<file path="src/rtl/clk_freq_monitor_pkg.sv">
// Shared types and width helpers for the PLL clock frequency monitor.
package clk_freq_monitor_pkg;

  typedef enum logic [1:0] {
    ST_IDLE   = 2'd0,
    ST_GATE   = 2'd1,
    ST_REPORT = 2'd2
  } state_t;

  // Bits needed to hold values 0..max_val; never less than one bit.
  function automatic int unsigned cnt_width(input int unsigned max_val);
    if (max_val < 2) return 1;
    return $clog2(max_val + 1);
  endfunction

endpackage

</file>
<file path="src/rtl/clk_freq_monitor_edge_sync.sv">
// Three-flop synchronizer for an asynchronous clock treated as data,
// followed by a rising-edge detector on the settled stages.
module edge_sync (
  input  logic clk_i,
  input  logic rst_i,
  input  logic d_i,
  output logic edge_o
);

  logic s1;
  logic s2;
  logic s3;

  always_ff @(posedge clk_i or posedge rst_i) begin
    if (rst_i) begin
      s1 <= 1'b0;
      s2 <= 1'b0;
      s3 <= 1'b0;
    end else begin
      s1 <= d_i;
      s2 <= s1;
      s3 <= s2;
    end
  end

  assign edge_o = s2 & ~s3;

endmodule

</file>
<file path="src/rtl/clk_freq_monitor.sv">
// Counts rising edges of a PLL output over a fixed reference-clock gate
// window and reports the count, an in-range flag and a debounced lock.
//
// state  | meaning
// IDLE   | counters held at zero, waiting for enable_i
// GATE   | counting meas_clk_i edges for GATE_CYCLES reference cycles
// REPORT | one cycle: publish count, update range flag and lock logic
module clk_freq_monitor
  import clk_freq_monitor_pkg::*;
#(
  parameter int unsigned GATE_CYCLES  = 1000,
  parameter int unsigned CNT_W        = 16,
  parameter int unsigned EXP_MIN      = 248,
  parameter int unsigned EXP_MAX      = 252,
  parameter int unsigned LOCK_WINDOWS = 4
) (
  input  logic             clk_i,
  input  logic             rst_i,
  input  logic             meas_clk_i,
  input  logic             enable_i,
  input  logic             clear_i,
  output logic [CNT_W-1:0] count_o,
  output logic             count_valid_o,
  output logic             in_range_o,
  output logic             locked_o,
  output logic             lock_lost_o
);

  localparam int unsigned GATE_W = cnt_width(GATE_CYCLES - 1);
  localparam int unsigned RUN_W  = cnt_width(LOCK_WINDOWS);

  localparam logic [GATE_W-1:0] GATE_LAST = GATE_W'(GATE_CYCLES - 1);
  localparam logic [CNT_W-1:0]  CNT_MAX   = {CNT_W{1'b1}};
  localparam logic [CNT_W-1:0]  LIM_MIN   = CNT_W'(EXP_MIN);
  localparam logic [CNT_W-1:0]  LIM_MAX   = CNT_W'(EXP_MAX);
  localparam logic [RUN_W-1:0]  RUN_FULL  = RUN_W'(LOCK_WINDOWS);

  state_t            state_q;
  state_t            state_d;
  logic [GATE_W-1:0] gate_cnt_q;
  logic [CNT_W-1:0]  edge_cnt_q;
  logic [RUN_W-1:0]  run_q;
  logic              meas_edge;

  logic              gate_en;
  logic              gate_last;
  logic              report;
  logic              abort;
  logic              in_range_now;
  logic [RUN_W-1:0]  run_inc;
  logic              lost_set;

  edge_sync u_edge_sync (
    .clk_i  (clk_i),
    .rst_i  (rst_i),
    .d_i    (meas_clk_i),
    .edge_o (meas_edge)
  );

  always_ff @(posedge clk_i or posedge rst_i) begin
    if (rst_i) state_q <= ST_IDLE;
    else       state_q <= state_d;
  end

  always_comb begin
    state_d   = state_q;
    gate_en   = 1'b0;
    gate_last = 1'b0;
    report    = 1'b0;
    abort     = 1'b0;
    case (state_q)
      ST_IDLE: begin
        if (enable_i) state_d = ST_GATE;
      end
      ST_GATE: begin
        if (!enable_i) begin
          abort   = 1'b1;
          state_d = ST_IDLE;
        end else begin
          gate_en = 1'b1;
          if (gate_cnt_q == GATE_LAST) begin
            gate_last = 1'b1;
            state_d   = ST_REPORT;
          end
        end
      end
      ST_REPORT: begin
        report  = 1'b1;
        state_d = enable_i ? ST_GATE : ST_IDLE;
      end
      default: state_d = ST_IDLE;
    endcase
  end

  // The final gate cycle still accumulates its edge; everything outside
  // an active gate (IDLE, REPORT, abort) clears both counters.
  always_ff @(posedge clk_i or posedge rst_i) begin
    if (rst_i) begin
      gate_cnt_q <= '0;
      edge_cnt_q <= '0;
    end else if (gate_en) begin
      gate_cnt_q <= gate_last ? '0 : gate_cnt_q + 1'b1;
      if (edge_cnt_q != CNT_MAX)
        edge_cnt_q <= edge_cnt_q + CNT_W'(meas_edge);
    end else begin
      gate_cnt_q <= '0;
      edge_cnt_q <= '0;
    end
  end

  always_comb begin
    in_range_now = (edge_cnt_q >= LIM_MIN) && (edge_cnt_q <= LIM_MAX);
    run_inc      = (run_q == RUN_FULL) ? run_q : run_q + 1'b1;
    lost_set     = report && !in_range_now && locked_o;
  end

  always_ff @(posedge clk_i or posedge rst_i) begin
    if (rst_i) begin
      count_o       <= '0;
      count_valid_o <= 1'b0;
      in_range_o    <= 1'b0;
      locked_o      <= 1'b0;
      run_q         <= '0;
    end else begin
      count_valid_o <= report;
      if (report) begin
        count_o    <= edge_cnt_q;
        in_range_o <= in_range_now;
        if (in_range_now) begin
          run_q <= run_inc;
          if (run_inc == RUN_FULL) locked_o <= 1'b1;
        end else begin
          run_q    <= '0;
          locked_o <= 1'b0;
        end
      end else if (abort) begin
        // Aborted window: published results hold, but the run restarts.
        run_q <= '0;
      end
    end
  end

  always_ff @(posedge clk_i or posedge rst_i) begin
    if (rst_i)         lock_lost_o <= 1'b0;
    else if (lost_set) lock_lost_o <= 1'b1;
    else if (clear_i)  lock_lost_o <= 1'b0;
  end

endmodule

</file>
<file path="config.mk">
export PLATFORM = sky130hd
export DESIGN_NAME = clk_freq_monitor
export DESIGN_NICKNAME = d
export VERILOG_FILES = /design/src/rtl/clk_freq_monitor_pkg.sv /design/src/rtl/clk_freq_monitor_edge_sync.sv /design/src/rtl/clk_freq_monitor.sv
export SDC_FILE = /design/constraint.sdc
export NUM_CORES = 1
export LEC_CHECK = 0
export BUFFER_PORTS_ARGS = -buffer_cell sky130_fd_sc_hd__buf_2
export CORE_MARGIN = 3
export CORE_UTILIZATION = 58
export DETAILED_ROUTE_END_ITERATION = 10
export PLACE_DENSITY = 0.89
export SLEW_MARGIN = 10
export SYNTH_ARGS = -nofsm -noshare
export SYNTH_HDL_FRONTEND = slang
export SYNTH_HIERARCHICAL = 1
export SYNTH_SLANG_ARGS = --single-unit
</file>
<file path="constraint.sdc">
create_clock -name clk_i -period 2.5 [get_ports clk_i]
set_input_delay 0.375 -clock clk_i [delete_from_list [all_inputs] [get_ports clk_i]]
set_output_delay 0.375 -clock clk_i [all_outputs]
set_load 0.01 [all_outputs]
</file>
# ---- Word level (Yosys, flattened, before mapping)
# Cells that the tools add are included.
# W data, S select, Z words.
dict set report word_totals {
  regBits 54
  latch_bits 0
  ramBits 0
  rom_bits 0
  input_bits 5
  out_inout_bits 20
  wordCells 63
  mem_count 0
}
dict set report op_classes {
  addsub 3
  n_mul 0
  div_mod_pow 0
  n_lt_le_gt_ge 2
  eq_ne 10
  shifts 0
  mux 25
  bitwise_logic 2
  n_reduce_logical 9
}
# operator count
set op_table {}
lappend op_table {{$mux W16} 2}
lappend op_table {{$mux W10} 2}
lappend op_table {{$add A16 B1 Y16} 1}
lappend op_table {{$ge A16 B8 Y1 const B} 1}
lappend op_table {{$le A16 B8 Y1 const B} 1}
lappend op_table {{$ne A16 B16 Y1 const B} 1}
lappend op_table {{$mux W1} 13}
lappend op_table {{$mux W3} 4}
lappend op_table {{$add A10 B1 Y10 const B} 1}
lappend op_table {{$eq A10 B10 Y1 const B} 1}
lappend op_table {{$eq A3 B3 Y1 const B} 2}
lappend op_table {{$mux W2} 3}
lappend op_table {{$pmux W2 S3} 1}
lappend op_table {{$ne A2 B1 Y1 const B} 2}
lappend op_table {{$reduce_and A2 Y1} 2}
lappend op_table {{$reduce_bool A2 Y1} 2}
lappend op_table {{$add A3 B1 Y3 const B} 1}
lappend op_table {{$logic_and A1 B1 Y1} 3}
lappend op_table {{$ne A3 B3 Y1 const B} 1}
lappend op_table {{$eq A2 B1 Y1 const B} 1}
lappend op_table {{$eq A2 B2 Y1 const B} 1}
lappend op_table {{$logic_not A2 Y1} 1}
lappend op_table {{$ne A2 B2 Y1 const B} 1}
lappend op_table {{$and A1 B1 Y1} 1}
lappend op_table {{other kinds (2)} 2}

# ---- Logic depth before layout (Yosys ltp)
# Gate-level depths: netlist (run 1).
dict set report depth {
  ltp_word 6
  depth_mapped 7
  mapped_depth_nobuf 7
}

# ---- Hierarchy
# Netlist (run 1), hierarchy kept.
# module instances cells_each area_each_um2 seq_area_each_um2
set by_module_without_submodules {}
lappend by_module_without_submodules {clk_freq_monitor 1 246 2417.3 1276.2}
lappend by_module_without_submodules {edge_sync 1 5 92.6 75.1}

# ---- Least setup slack after synthesis (run 1)
# Ideal clock, no wire load.
dict set report synth_path {
  path_type {reg-to-reg}
  startpoint {reg u_edge_sync.s3}
  endpoint {reg edge_cnt_q[14]}
  setup_time_ps 77
  arrival_time_ps 1725
  required_time_ps 2423
  slack_ps 698
  path_stages_with_launch 8
  n_path_buf 0
  period_less_slack_ps 1802
  path_cell_list {dfrtp_1 -> nor2b_4 -> ha_1 -> ha_1 -> and3_1 -> nand3_1 -> or4_1 -> a21oi_1}
}
dict set report synth_between {
  elab_chain_len 5
}
# element line_no
set synth_rtl {}
lappend synth_rtl {{from (decl)} clk_freq_monitor_edge_sync.sv:12} ;# logic s3;
lappend synth_rtl {{from (signal assigned)} clk_freq_monitor_edge_sync.sv:18} ;# s3 <= 1'b0;
lappend synth_rtl {{from (signal assigned)} clk_freq_monitor_edge_sync.sv:22} ;# s3 <= s2;
lappend synth_rtl {{$not A1 Y1} clk_freq_monitor_edge_sync.sv:26} ;# assign edge_o = s2 & ~s3;
lappend synth_rtl {{$and A1 B1 Y1} clk_freq_monitor_edge_sync.sv:26}
lappend synth_rtl {{named net meas_edge} clk_freq_monitor.sv:43} ;# logic meas_edge;
lappend synth_rtl {{$add A16 B1 Y16} clk_freq_monitor.sv:104} ;# edge_cnt_q <= edge_cnt_q + CNT_W'(meas_edge);
lappend synth_rtl {{$mux W16} clk_freq_monitor.sv:103} ;# if (edge_cnt_q != CNT_MAX)
lappend synth_rtl {{$mux W16} clk_freq_monitor.sv:101} ;# end else if (gate_en) begin
lappend synth_rtl {{to (signal assigned)} clk_freq_monitor.sv:104}
lappend synth_rtl {{to (decl)} clk_freq_monitor.sv:41} ;# logic [CNT_W-1:0] edge_cnt_q;
# The timed path passes the listed nets, and every way through them passes these cells. The select of a mux whose other input is x is not followed.
# A chain may end at the register's enable or synchronous reset.

# ---- Final worst setup path (run 1)
# Ends and elaborated chain as after synthesis.

==> results.md, run 1 <==
| Stage | Parameter | Reported |
| --- | --- | --- |
| drt | Count of unresolved DRC violations after routing | 0 |
| synth | Post-synthesis net count | 261 |
| synth | Share of synthesized flip-flops with an asynchronous set or reset | 100% |
| cells and area | Share of final-layout standard cells stronger than drive strength 1 | 16.4% |
| drt | Routed via count | 1930 |
| timing | Max Clock Freq | 499 MHz |
| place | Routability congestion estimate | 0.888 |
| floorplanning | Number of top-level pins | 25 |
| worst setup path | FF-to-FF setup slack | 0.50 ns |
| place | Sum of net half-perimeters after detailed placement | 3270 um |
| synth | Post-synth EDFFs | 0 |
| clock network | Clock latency on the worst-skew pair | 0.31 ns |
| floorplanning | Core Rows | 23 |
| drt | Final ANT Viol Nets | 0 |
| power | PnR Total Power | 1.43 mW |
| worst setup path | End of the worst register-to-register path | edge_cnt_q[14] |
| worst setup path | Slowest stage cell, crit path | sky130_fd_sc_hd__or4_1 |
| timing | Final setup vio count | 0 |
| place | Number of port buffers | 24 |
| power | Fraction of power spent switching nets | 23.3% |
| timing | Post-layout minimum cycle time | 2.00 ns |
| synth | Sequential cell area fraction in the yosys report | 53.8% |
| floorplanning | Core region area | 4090 um2 |
| flow run | Max-Cap Viols | 0 |
| power | Sequential group share of total power | 62.2% |
| worst setup path | Critical path data arrival time | 2.25 ns |
| place | Cell area after placement | 2660 um2 |
| worst setup path | Max FO, Critical Path | 8 |
| clock network | Clk Tree Root Cell | sky130_fd_sc_hd__clkbuf_8 |
| power | Power share of the combinational group | 3.9% |
| timing | Transition at the pin with the smallest max-transition slack | 0.744 ns |
| power | Cell area power density | 517 nW/um2 |
| worst setup path | Required time of the critical path | 2.75 ns |
| power | Internal power contribution | 1.10 mW |
| timing | Number of pins with negative max-slew slack in the final report | 0 |
| worst setup path | Launch point of the worst reg-to-reg path | u_edge_sync/s3 |
| timing | Setup tns final | 0 ns |
| global routing | GR Overflow Total | 0 |
| global routing | Number of antenna violations at the first check in global routing | 0 |
| global routing | Wire length of the first global-routing pass | 8260 um |
| global routing | Vias in the first global route | 1859 |
| floorplanning | Die Footprint | 5150 um2 |
| floorplanning | Initial core utilization | 61.4% |
| cells and area | Synthesis-to-layout area growth | 9.97% |
| worst setup path | Crit path depth | 7 |
| cells and area | Commonest cells after routing, fill and taps aside | 59 x sky130_fd_sc_hd__nand2_1, 54 x sky130_fd_sc_hd__dfrtp_1, 24 x sky130_fd_sc_hd__buf_2 |
| timing | Share of the clock period used by the worst path | 80.1% |
| worst setup path | Setup Crit Path Kind | register to register |
| worst setup path | Startpoint Class | register |
| clock network | Clock tree sinks | 54 |
| worst setup path | Most common cell type on the critical path | sky130_fd_sc_hd__ha_1 |
| clock network | Clock transition at the registers of the reported paths | 0.10 ns |
| drt | Drt first pass iters | 4 |
| worst setup path | CP Cell Sequence | nor2b_4 > ha_1 > ha_1 > and3_1 > nand3_1 > or4_1 > a21oi_1 |
| clock network | Maximum count of clock buffers along a single path | 2 |
| cells and area | Total of fill cells in the finished design | 324 |
| worst hold path | Startpoint of the tightest hold check path | meas_clk_i |
| worst setup path | Launch point of the critical path | u_edge_sync/s3 |
| synth | Synth cell types | 45 |
| worst setup path | Worst setup path endpoint | edge_cnt_q[14] |
| synth | Flops & latches, synth | 54 |
| cells and area | Post-route cell area | 2760 um2 |
| synth | Syn Area/Cell | 10.0 um2 |
| power | IR Drop Worst-Case VDD | 0.448 mV |
| synth | Post-Synthesis Cells | 251 |
| worst setup path | Largest stage delay, worst path | 0.47 ns |
| timing | Slew Limit Headroom | 49.7% |
| synth | Most used flip-flop cell after synthesis | sky130_fd_sc_hd__dfrtp_1 |
| clock network | Cts bufs inserted | 5 |
| worst setup path | Length in cells of the worst reg-to-reg path | 7 |
| floorplanning | Chip Width | 71.8 um |
| drt | Post-detailed-routing wire length | 4710 um |
| global routing | Maximum number of pins on one net before global-route repair | 52 |
| worst hold path | Worst Hold Class | input port to register |
| cells and area | Number of antenna cells inserted | 0 |
| timing | Unrepaired setup endpoints after global routing | false |
| timing | Post-route clock skew | 0.0106 ns |
| timing | Number of endpoints with negative hold slack in the final report | 0 |
| worst setup path | Crit. End Element | register |
| floorplanning | Vert. Die Dim | 71.8 um |
| synth | Syn Std Cell Area | 2510 um2 |
| drt | Drt via density | 5.85 |
| drt | First-iteration detailed-routing DRC count | 215 |
| power | Clk network pwr share | 34.0% |
| power | Leakage | 1.36 nW |
| global routing | GR Util All Layers | 20.1% |
| clock network | Number of H-tree levels | 2 |
| cells and area | Count of nets after finishing | 289 |
| synth | Number of warning messages in the yosys log | 6 |
| drt | Wire per inst | 14.3 um |
| clock network | TritonCTS clock tree | built |
| status | Status | finished, final reports clean |
| clock network | Cts repair resizes | 0 |
| power | Net switching power figure | 333 uW |
| cells and area | Commonest non-fill, non-tap cell in the layout | sky130_fd_sc_hd__nand2_1 |
| worst setup path | Crit-path leading delay family | simple AND/OR/NAND/NOR gates |
| worst setup path | WP buf/inv | 0 |
==> kinds of logic (layout without fill, tap and decap cells) <==
logic type                 count (synthesis)  after routing  share of synthesized area (%)
xor gates and xnor gates                   8              8                           2.79
adders and majority gates                  5              5                           2.49
muxes                                      1              1                          0.449
AOI/OAI and AO/OA                         41             41                           10.9
and+or+nand+nor                          123            123                           25.4
buffers and inverters                     19             48                           4.14
DFF                                       54             54                           53.8
==> routing by layer <==
metal	routed length (um)	GRT usage, %	part of all wire, %
met1	2160	27.8	46
met2	2280	30.8	48
met3	187	4.77	4.0
met4	78	8.14	1.7
met5	0	0	0
==> final cells by class <==
type                            count  area (um2)  share of cell area, %
Timing Repair Buffer               29         160                   5.80
Tap cell                           50        62.6                   2.27
Multi-Input combinational cell    178        1050                   38.2
Clock inverter                      3        21.3                  0.771
Clock buffer                        5        68.8                   2.49
Sequential cell                    54        1350                   49.0
Inverter                           11        41.3                   1.50
==> power by group through the flow <==
stage          registers [mW]  clock network, mW  logic, mW
3_3_place_gp            0.904                  0     0.0545
3_5_place_dp            0.905                  0     0.0558
2_1_floorplan           0.903                  0     0.0397
4_1_cts                 0.887              0.495     0.0573
6_report                0.887              0.485     0.0554
5_1_grt                 0.889              0.532     0.0635
==> timing repair <==
item | CTS | global route
buffers inserted | 0 | 0
endpoints found under the hold margin | 3 | 0
hold buffers | 1 | 0
==> cell usage after synthesis (all sizes together), types with 3 or more instances <==
cell	number	share of area [%]
nor2	13	1.9
xnor2	5	1.7
and3	4	1.0
a21oi	9	1.8
or3	3	0.75
nor3b	3	1.1
o21ai	9	1.8
o211ai	5	1.7
or4	8	2.4
nand2	59	8.8
inv	11	1.6
clkbuf	4	0.65
ha	5	2.5
a31oi	5	1.2
dfrtp	54	54
nand3	8	1.6
and4	3	1.0
nor3	4	0.80
nor4	4	1.6
buf	4	1.8
o31ai	5	1.5
nand4	6	1.7
xor2	3	1.0
==> worst min-delay path by stage <==
stage / to / slack, ns / cells after the start
after global routing: u_edge_sync/s1 / 0.16 / 1
after global placement: u_edge_sync/s1 / 0.26 / 2
after floorplan: u_edge_sync/s1 / 0.13 / 1
final: u_edge_sync/s1 / 0.17 / 1
after CTS: u_edge_sync/s1 / 0.16 / 1
after detailed placement: u_edge_sync/s1 / 0.26 / 2
==> sequential cells by signal, summed over array words and instances, names as in the netlist <==
signal / cells
count_o: 16
count_valid_o: 1
edge_cnt_q: 16
gate_cnt_q: 10
in_range_o: 1
lock_lost_o: 1
locked_o: 1
run_q: 3
state_q: 2
u_edge_sync/s1: 1
u_edge_sync/s2: 1
u_edge_sync/s3: 1
==> through the flow <==
| stage | cells | setup slack (ns) | hold WS (ns) | utilization [%] |
|---|---|---|---|---|
| after floorplan | 251 | 0.698 | 0.129 | - |
| after global placement | 321 | 0.609 | 0.258 | 65.1 |
| after detailed placement | 321 | 0.524 | 0.264 | 65.1 |
| after CTS | 330 | 0.492 | 0.162 | 67.5 |
| after global routing | 330 | 0.277 | 0.155 | 67.5 |
| final | 330 | 0.497 | 0.171 | 67.5 |
==> worst reg2reg max path: stages, from the launching register on <==
cell and delay, ns:
sky130_fd_sc_hd__dfrtp_1 0.40, sky130_fd_sc_hd__nor2b_4 0.10, sky130_fd_sc_hd__ha_1 0.17, sky130_fd_sc_hd__ha_1 0.19
sky130_fd_sc_hd__and3_1 0.22, sky130_fd_sc_hd__nand3_1 0.23, sky130_fd_sc_hd__or4_1 0.47, sky130_fd_sc_hd__a21oi_1 0.15
Note: power is estimated with default switching activity, not from simulation.
==> inputs of run 2 (changes only) <==
Settings changed: CORE_UTILIZATION 58 to 52, PLACE_DENSITY 0.89 to 0.84.
Clock period 2.5 ns to 1.8 ns, I/O delays scaled along.
==> run 2 against run 1 <==
Combinational power is 67% higher. Fmax is 12% higher. Highest routed layer unchanged. Design area is 8.3% higher. Power is 38% higher.
==> results.md, run 2 (synthesized netlist as in run 1, its figures left out) <==
| Stage | Parameter | Reported |
| --- | --- | --- |
| floorplanning | Initial core utilization | 55.7% |
| clock network | Maximum count of clock buffers along a single path | 2 |
| global routing | Vias in the first global route | 1788 |
| drt | Wire per inst | 15.0 um |
| drt | Drt via density | 5.78 |
| floorplanning | Core Rows | 24 |
| global routing | Number of antenna violations at the first check in global routing | 0 |
| power | Net switching power figure | 444 uW |
| worst setup path | Length in cells of the worst reg-to-reg path | 6 |
| place | Cell area after placement | 2760 um2 |
| worst setup path | Startpoint Class | register |
| clock network | Number of H-tree levels | 2 |
| clock network | Clock latency on the worst-skew pair | 0.31 ns |
| drt | Final ANT Viol Nets | 0 |
| drt | Routed via count | 2006 |
| cells and area | Number of antenna cells inserted | 0 |
| power | PnR Total Power | 1.97 mW |
| global routing | Maximum number of pins on one net before global-route repair | 31 |
| worst setup path | Max FO, Critical Path | 4 |
| power | Internal power contribution | 1.53 mW |
| cells and area | Commonest non-fill, non-tap cell in the layout | sky130_fd_sc_hd__nand2_1 |
| floorplanning | Core region area | 4500 um2 |
| clock network | TritonCTS clock tree | built |
| cells and area | Final standard cell count with taps included and fillers excluded | 347 |
| power | Cell area power density | 660 nW/um2 |
| power | Power share of the combinational group | 4.7% |
| place | Routability congestion estimate | 0.918 |
| power | Sequential group share of total power | 62.5% |
| worst hold path | Worst Hold Class | input port to register |
| floorplanning | Number of top-level pins | 25 |
| timing | Slew Limit Headroom | 68.0% |
| status | Status | finished, final reports clean |
| worst setup path | Slowest stage cell, crit path | sky130_fd_sc_hd__dfrtp_1 |
| timing | Number of pins with negative max-slew slack in the final report | 0 |
| cells and area | Share of final-layout standard cells stronger than drive strength 1 | 25.1% |
| timing | Transition at the pin with the smallest max-transition slack | 0.480 ns |
| floorplanning | Die Footprint | 5700 um2 |
| floorplanning | Vert. Die Dim | 75.5 um |
| clock network | Cts bufs inserted | 5 |
| power | Clk network pwr share | 32.8% |
| timing | Post-route clock skew | 0.0126 ns |
| timing | Final setup vio count | 0 |
| global routing | GR Util All Layers | 18.4% |
| worst setup path | Largest stage delay, worst path | 0.43 ns |
| timing | Max Clock Freq | 559 MHz |
| timing | Share of the clock period used by the worst path | 99.4% |
| cells and area | Post-route cell area | 2990 um2 |
| power | Fraction of power spent switching nets | 22.5% |
| cells and area | Count of nets after finishing | 304 |
| clock network | Clk Tree Root Cell | sky130_fd_sc_hd__clkbuf_8 |
| timing | Post-layout minimum cycle time | 1.79 ns |
| worst setup path | FF-to-FF setup slack | 0.01 ns |
| power | Leakage | 1.45 nW |
| timing | Setup tns final | 0 ns |
| place | Sum of net half-perimeters after detailed placement | 3520 um |
| drt | First-iteration detailed-routing DRC count | 156 |
| timing | Unrepaired setup endpoints after global routing | true |
| place | Placed cell count | 333 |
| worst setup path | Most common cell type on the critical path | sky130_fd_sc_hd__buf_4 |
| worst hold path | Hold Path Depth | 1 |
| clock network | Clock tree sinks | 54 |
| cells and area | Final Util | 66.4% |
| worst setup path | Required time of the critical path | 2.04 ns |
| drt | Count of unresolved DRC violations after routing | 0 |
| floorplanning | Chip Width | 75.5 um |
| timing | Number of endpoints with negative hold slack in the final report | 0 |
| cells and area | Largest registers ranked by flip-flop count | count_o x16, edge_cnt_q x16, gate_cnt_q x10 |
| cells and area | Commonest cells after routing, fill and taps aside | 57 x sky130_fd_sc_hd__nand2_1, 54 x sky130_fd_sc_hd__dfrtp_1, 24 x sky130_fd_sc_hd__buf_2 |
| drt | Post-detailed-routing wire length | 5210 um |
| worst setup path | Crit. End Element | register |
| clock network | Clock transition at the registers of the reported paths | 0.10 ns |
| place | Number of port buffers | 24 |
| global routing | Wire length of the first global-routing pass | 8090 um |
| worst setup path | CP Cell Sequence | buf_4 > o21ai_0 > nor4b_4 > buf_4 > and2_1 > a32o_1 |
| worst setup path | Critical path data arrival time | 2.03 ns |
| power | IR Drop Worst-Case VDD | 0.349 mV |
| worst setup path | Setup Crit Path Kind | register to register |
| drt | Drt first pass iters | 4 |
| global routing | GR Overflow Total | 0 |
| cells and area | Synthesis-to-layout area growth | 19.1% |
| flow run | Max-Cap Viols | 0 |
## run 2: worst max-delay path, delay by kind of cell (launching register included)
kind            cells  cell delay, ns
simple gates        2            0.50
buf+inv             2            0.34
flops               1            0.43
compound gates      2            0.45
## run 2: metal layers
metal  global-route usage [%]  wire, um  vias to the layer above
met1                     23.1      2290                      977
met2                     31.4      2600                       49
met5                        0         0                        -
met3                     4.75       212                       11
met4                     5.24       110                        0
li1                         -         -                      969
## run 2: path summary, 6_finish.rpt
| path | startpoint | endpoint |
|---|---|---|
| max in group asynchronous | rst_i | count_o[0] |
| max reg2reg | edge_cnt_q[0] | run_q[1] |
| min | meas_clk_i | u_edge_sync/s1 |
| min in group asynchronous | rst_i | u_edge_sync/s2 |
| min reg2reg | u_edge_sync/s1 | u_edge_sync/s2 |
| max | edge_cnt_q[0] | run_q[1] |
## run 2: timing repair
item	in CTS	in global routing
hold endpoints to repair	24	0
buffers inserted	0	5
pin swaps	2	2
gates resized for setup	5	16
endpoints found under the setup margin	5	20
hold buffers	1	0
## run 2: layout make-up
type	count	area, um2
Fill cell	333	1510
Sequential cell	54	1350
Multi-Input combinational cell	178	1160
Timing Repair Buffer	44	285
Clock buffer	6	72.6
Tap cell	52	65.1
Inverter	11	41.3
Clock inverter	2	13.8
## run 2: power groups by stage
stage	clock, mW	combinational, mW	sequential, mW
2_1_floorplan	0	0.0551	1.25
3_3_place_gp	0	0.0858	1.26
3_5_place_dp	0	0.0873	1.26
4_1_cts	0.677	0.0906	1.23
5_1_grt	0.720	0.106	1.24
6_report	0.648	0.0926	1.23
## run 2: stage by stage
step	setup WS, ns	hold slack, ns
2_1_floorplan	0.0423	0.0236
3_3_place_gp	0.0185	0.152
3_5_place_dp	-0.0478	0.161
4_1_cts	0.00720	0.0476
5_1_grt	-0.0954	0.0575
6_report	0.0105	0.0584
==> inputs of run 3 (changes only) <==
Settings changed: BUFFER_PORTS_ARGS -buffer_cell sky130_fd_sc_hd__buf_2 to -buffer_cell sky130_fd_sc_hd__buf_4, CTS_CLUSTER_DIAMETER set to 120.
==> run 3 against run 2 <==
Combinational power increased by 1%. Clock-buffer cell count unchanged. Core utilization increased by 1.3 points. Design area increased by 1.9%. Sequential share of layout area decreased by 0.79 points. Wire length increased by 3.5%. Flip-flop and latch count unchanged. Global-route usage increased by 1.6 points. Register-to-register slack about the same. Largest power group unchanged.
==> results.md, run 3 (synthesized netlist as in run 1, its figures left out) <==
| Stage | Parameter | Reported |
| --- | --- | --- |
| worst hold path | Worst Hold Class | input port to register |
| timing | Post-layout minimum cycle time | 1.78 ns |
| clock network | Clock tree sinks | 54 |
| worst setup path | Worst setup path endpoint | edge_cnt_q[14] |
| floorplanning | Core Rows | 24 |
| place | Sum of net half-perimeters after detailed placement | 3510 um |
| worst setup path | End of the worst register-to-register path | edge_cnt_q[14] |
| place | Number of port buffers | 24 |
| worst setup path | Critical path data arrival time | 2.01 ns |
| worst setup path | Launch point of the worst reg-to-reg path | u_edge_sync/s3 |
| worst setup path | Launch point of the critical path | u_edge_sync/s3 |
| global routing | Wire length of the first global-routing pass | 8720 um |
| floorplanning | Initial core utilization | 55.7% |
| clock network | Number of H-tree levels | 2 |
| power | Internal power contribution | 1.70 mW |
| global routing | Vias in the first global route | 1868 |
| timing | Share of the clock period used by the worst path | 98.9% |
| drt | Post-detailed-routing wire length | 5390 um |
| worst setup path | FF-to-FF setup slack | 0.02 ns |
| power | Power share of the combinational group | 4.4% |
| place | Routability congestion estimate | 0.885 |
| cells and area | Total of fill cells in the finished design | 351 |
| place | Pre-CTS setup slack | -0.0594 ns |
| worst setup path | Slowest stage cell, crit path | sky130_fd_sc_hd__or4_4 |
| clock network | Clock latency on the worst-skew pair | 0.31 ns |
| cells and area | Count of nets after finishing | 302 |
| timing | Post-route clock skew | 0.0109 ns |
| power | Cell area power density | 702 nW/um2 |
| worst setup path | Setup Crit Path Kind | register to register |
| timing | Unrepaired setup endpoints after global routing | true |
| power | PnR Total Power | 2.14 mW |
| timing | Slew Limit Headroom | 65.3% |
| drt | First-iteration detailed-routing DRC count | 153 |
| worst setup path | Length in cells of the worst reg-to-reg path | 7 |
| cells and area | Commonest cells after routing, fill and taps aside | 57 x sky130_fd_sc_hd__nand2_1, 53 x sky130_fd_sc_hd__dfrtp_1, 40 x sky130_fd_sc_hd__buf_4 |
| worst setup path | CP Cell Sequence | nor2b_4 > ha_4 > ha_4 > and3_4 > nand3_4 > or4_4 > a21oi_1 |
| power | Leakage | 1.44 nW |
| power | Fraction of power spent switching nets | 20.4% |
| global routing | Maximum number of pins on one net before global-route repair | 29 |
| drt | Final ANT Viol Nets | 0 |
| power | IR Drop Worst-Case VDD | 0.378 mV |
| drt | Drt via density | 5.80 |
| power | Clk network pwr share | 38.0% |
| floorplanning | Vert. Die Dim | 75.5 um |
| clock network | Clock transition at the registers of the reported paths | 0.09 ns |
| global routing | Number of antenna violations at the first check in global routing | 0 |
| cells and area | Largest registers ranked by flip-flop count | count_o x16, edge_cnt_q x16, gate_cnt_q x10 |
| worst setup path | Max FO, Critical Path | 6 |
| timing | Transition at the pin with the smallest max-transition slack | 0.520 ns |
| power | Net switching power figure | 437 uW |
| worst setup path | Startpoint Class | register |
| floorplanning | Die Footprint | 5700 um2 |
| drt | Drt first pass iters | 4 |
| timing | Hold_ws | 0.0610 ns |
| flow run | Max-Cap Viols | 0 |
| global routing | GR Util All Layers | 20.0% |
| cells and area | Synthesis-to-layout area growth | 21.4% |
| cells and area | Commonest non-fill, non-tap cell in the layout | sky130_fd_sc_hd__nand2_1 |
| floorplanning | Chip Width | 75.5 um |
| timing | Number of endpoints with negative hold slack in the final report | 0 |
| worst setup path | Required time of the critical path | 2.03 ns |
| timing | Setup ws final | 0.0196 ns |
| drt | Count of unresolved DRC violations after routing | 0 |
| timing | Final setup vio count | 0 |
| worst setup path | Crit. End Element | register |
| floorplanning | Core region area | 4500 um2 |
| cells and area | Total area of sequential cells | 1350 um2 |
| drt | Routed via count | 1994 |
| clock network | Cts bufs inserted | 5 |
| worst setup path | Largest stage delay, worst path | 0.43 ns |
| cells and area | Footprint of the multi-input gates | 1140 um2 |
| clock network | TritonCTS clock tree | built |
| cells and area | Share of final-layout standard cells stronger than drive strength 1 | 25.3% |
| worst setup path | Most common cell type on the critical path | sky130_fd_sc_hd__ha_4 |
| cells and area | Post-route cell area | 3050 um2 |
| floorplanning | Number of top-level pins | 25 |
| drt | Wire per inst | 15.7 um |
| clock network | Maximum count of clock buffers along a single path | 2 |
| cells and area | Final Util | 67.6% |
| cells and area | Number of antenna cells inserted | 0 |
| power | Sequential group share of total power | 57.6% |
| place | Cell area after placement | 2820 um2 |
| global routing | GR Overflow Total | 0 |
| clock network | Clk Tree Root Cell | sky130_fd_sc_hd__clkbuf_8 |
| timing | Max Clock Freq | 562 MHz |
| status | Status | finished, final reports clean |
| timing | Number of pins with negative max-slew slack in the final report | 0 |
run 3: layer usage:
| layer | routed length, um | GRT usage (%) | up-vias |
|---|---|---|---|
| met5 | 0 | 0 | - |
| met4 | 74 | 5.83 | 0 |
| met3 | 290 | 4.22 | 9 |
| met2 | 2720 | 32.1 | 58 |
| met1 | 2300 | 27.4 | 967 |
| li1 | - | - | 960 |
run 3: worst min path at each step:
stage / from / depth (start not counted) / end / slack, ns
6_report: meas_clk_i / 1 / u_edge_sync/s1 / 0.06
5_1_grt: meas_clk_i / 1 / u_edge_sync/s1 / 0.05
4_1_cts: meas_clk_i / 1 / u_edge_sync/s1 / 0.06
3_5_place_dp: rst_i / 2 / u_edge_sync/s1 / 0.16
3_3_place_gp: rst_i / 2 / u_edge_sync/s1 / 0.16
2_1_floorplan: rst_i / 1 / u_edge_sync/s1 / 0.02
run 3: cell type report:
type,instances,area share [%]
multi-input combinational,178,37.6
timing repair buffer,42,10.8
sequential,54,44.4
clock inverter,1,0.986
tap,52,2.14
inverter,11,1.36
clock buffer,6,2.71
run 3: what timing repair did:
item | 4_1_cts | 5_1_grt
setup endpoints to repair | 6 | 13
setup buffers | 2 | 0
hold buffers | 1 | 0
pin swaps | 2 | 2
resized for setup | 10 | 11
endpoints found under the hold margin | 3 | 0
run 3: worst max-delay path, delay by kind of cell (launching register included):
family / cells / cell delay, ns
adder cells (fa/ha/maj): 2 / 0.28
AND/OR/NAND/NOR: 4 / 0.87
flip-flops: 1 / 0.40
AO/OA/AOI/OAI: 1 / 0.14
run 3: power groups by stage:
stage	clock network [mW]	logic, mW	registers (mW)
3_5_place_dp	0	0.0909	1.26
4_1_cts	0.823	0.0954	1.23
2_1_floorplan	0	0.0551	1.25
6_report	0.813	0.0937	1.23
3_3_place_gp	0	0.0879	1.26
5_1_grt	0.888	0.105	1.24
run 3: per-stage QoR:
step           setup TNS, ns  std cells
6_report                   0        344
5_1_grt               -0.153        344
4_1_cts              -0.0558        344
3_5_place_dp          -0.199        334
3_3_place_gp               0        334
2_1_floorplan              0        251
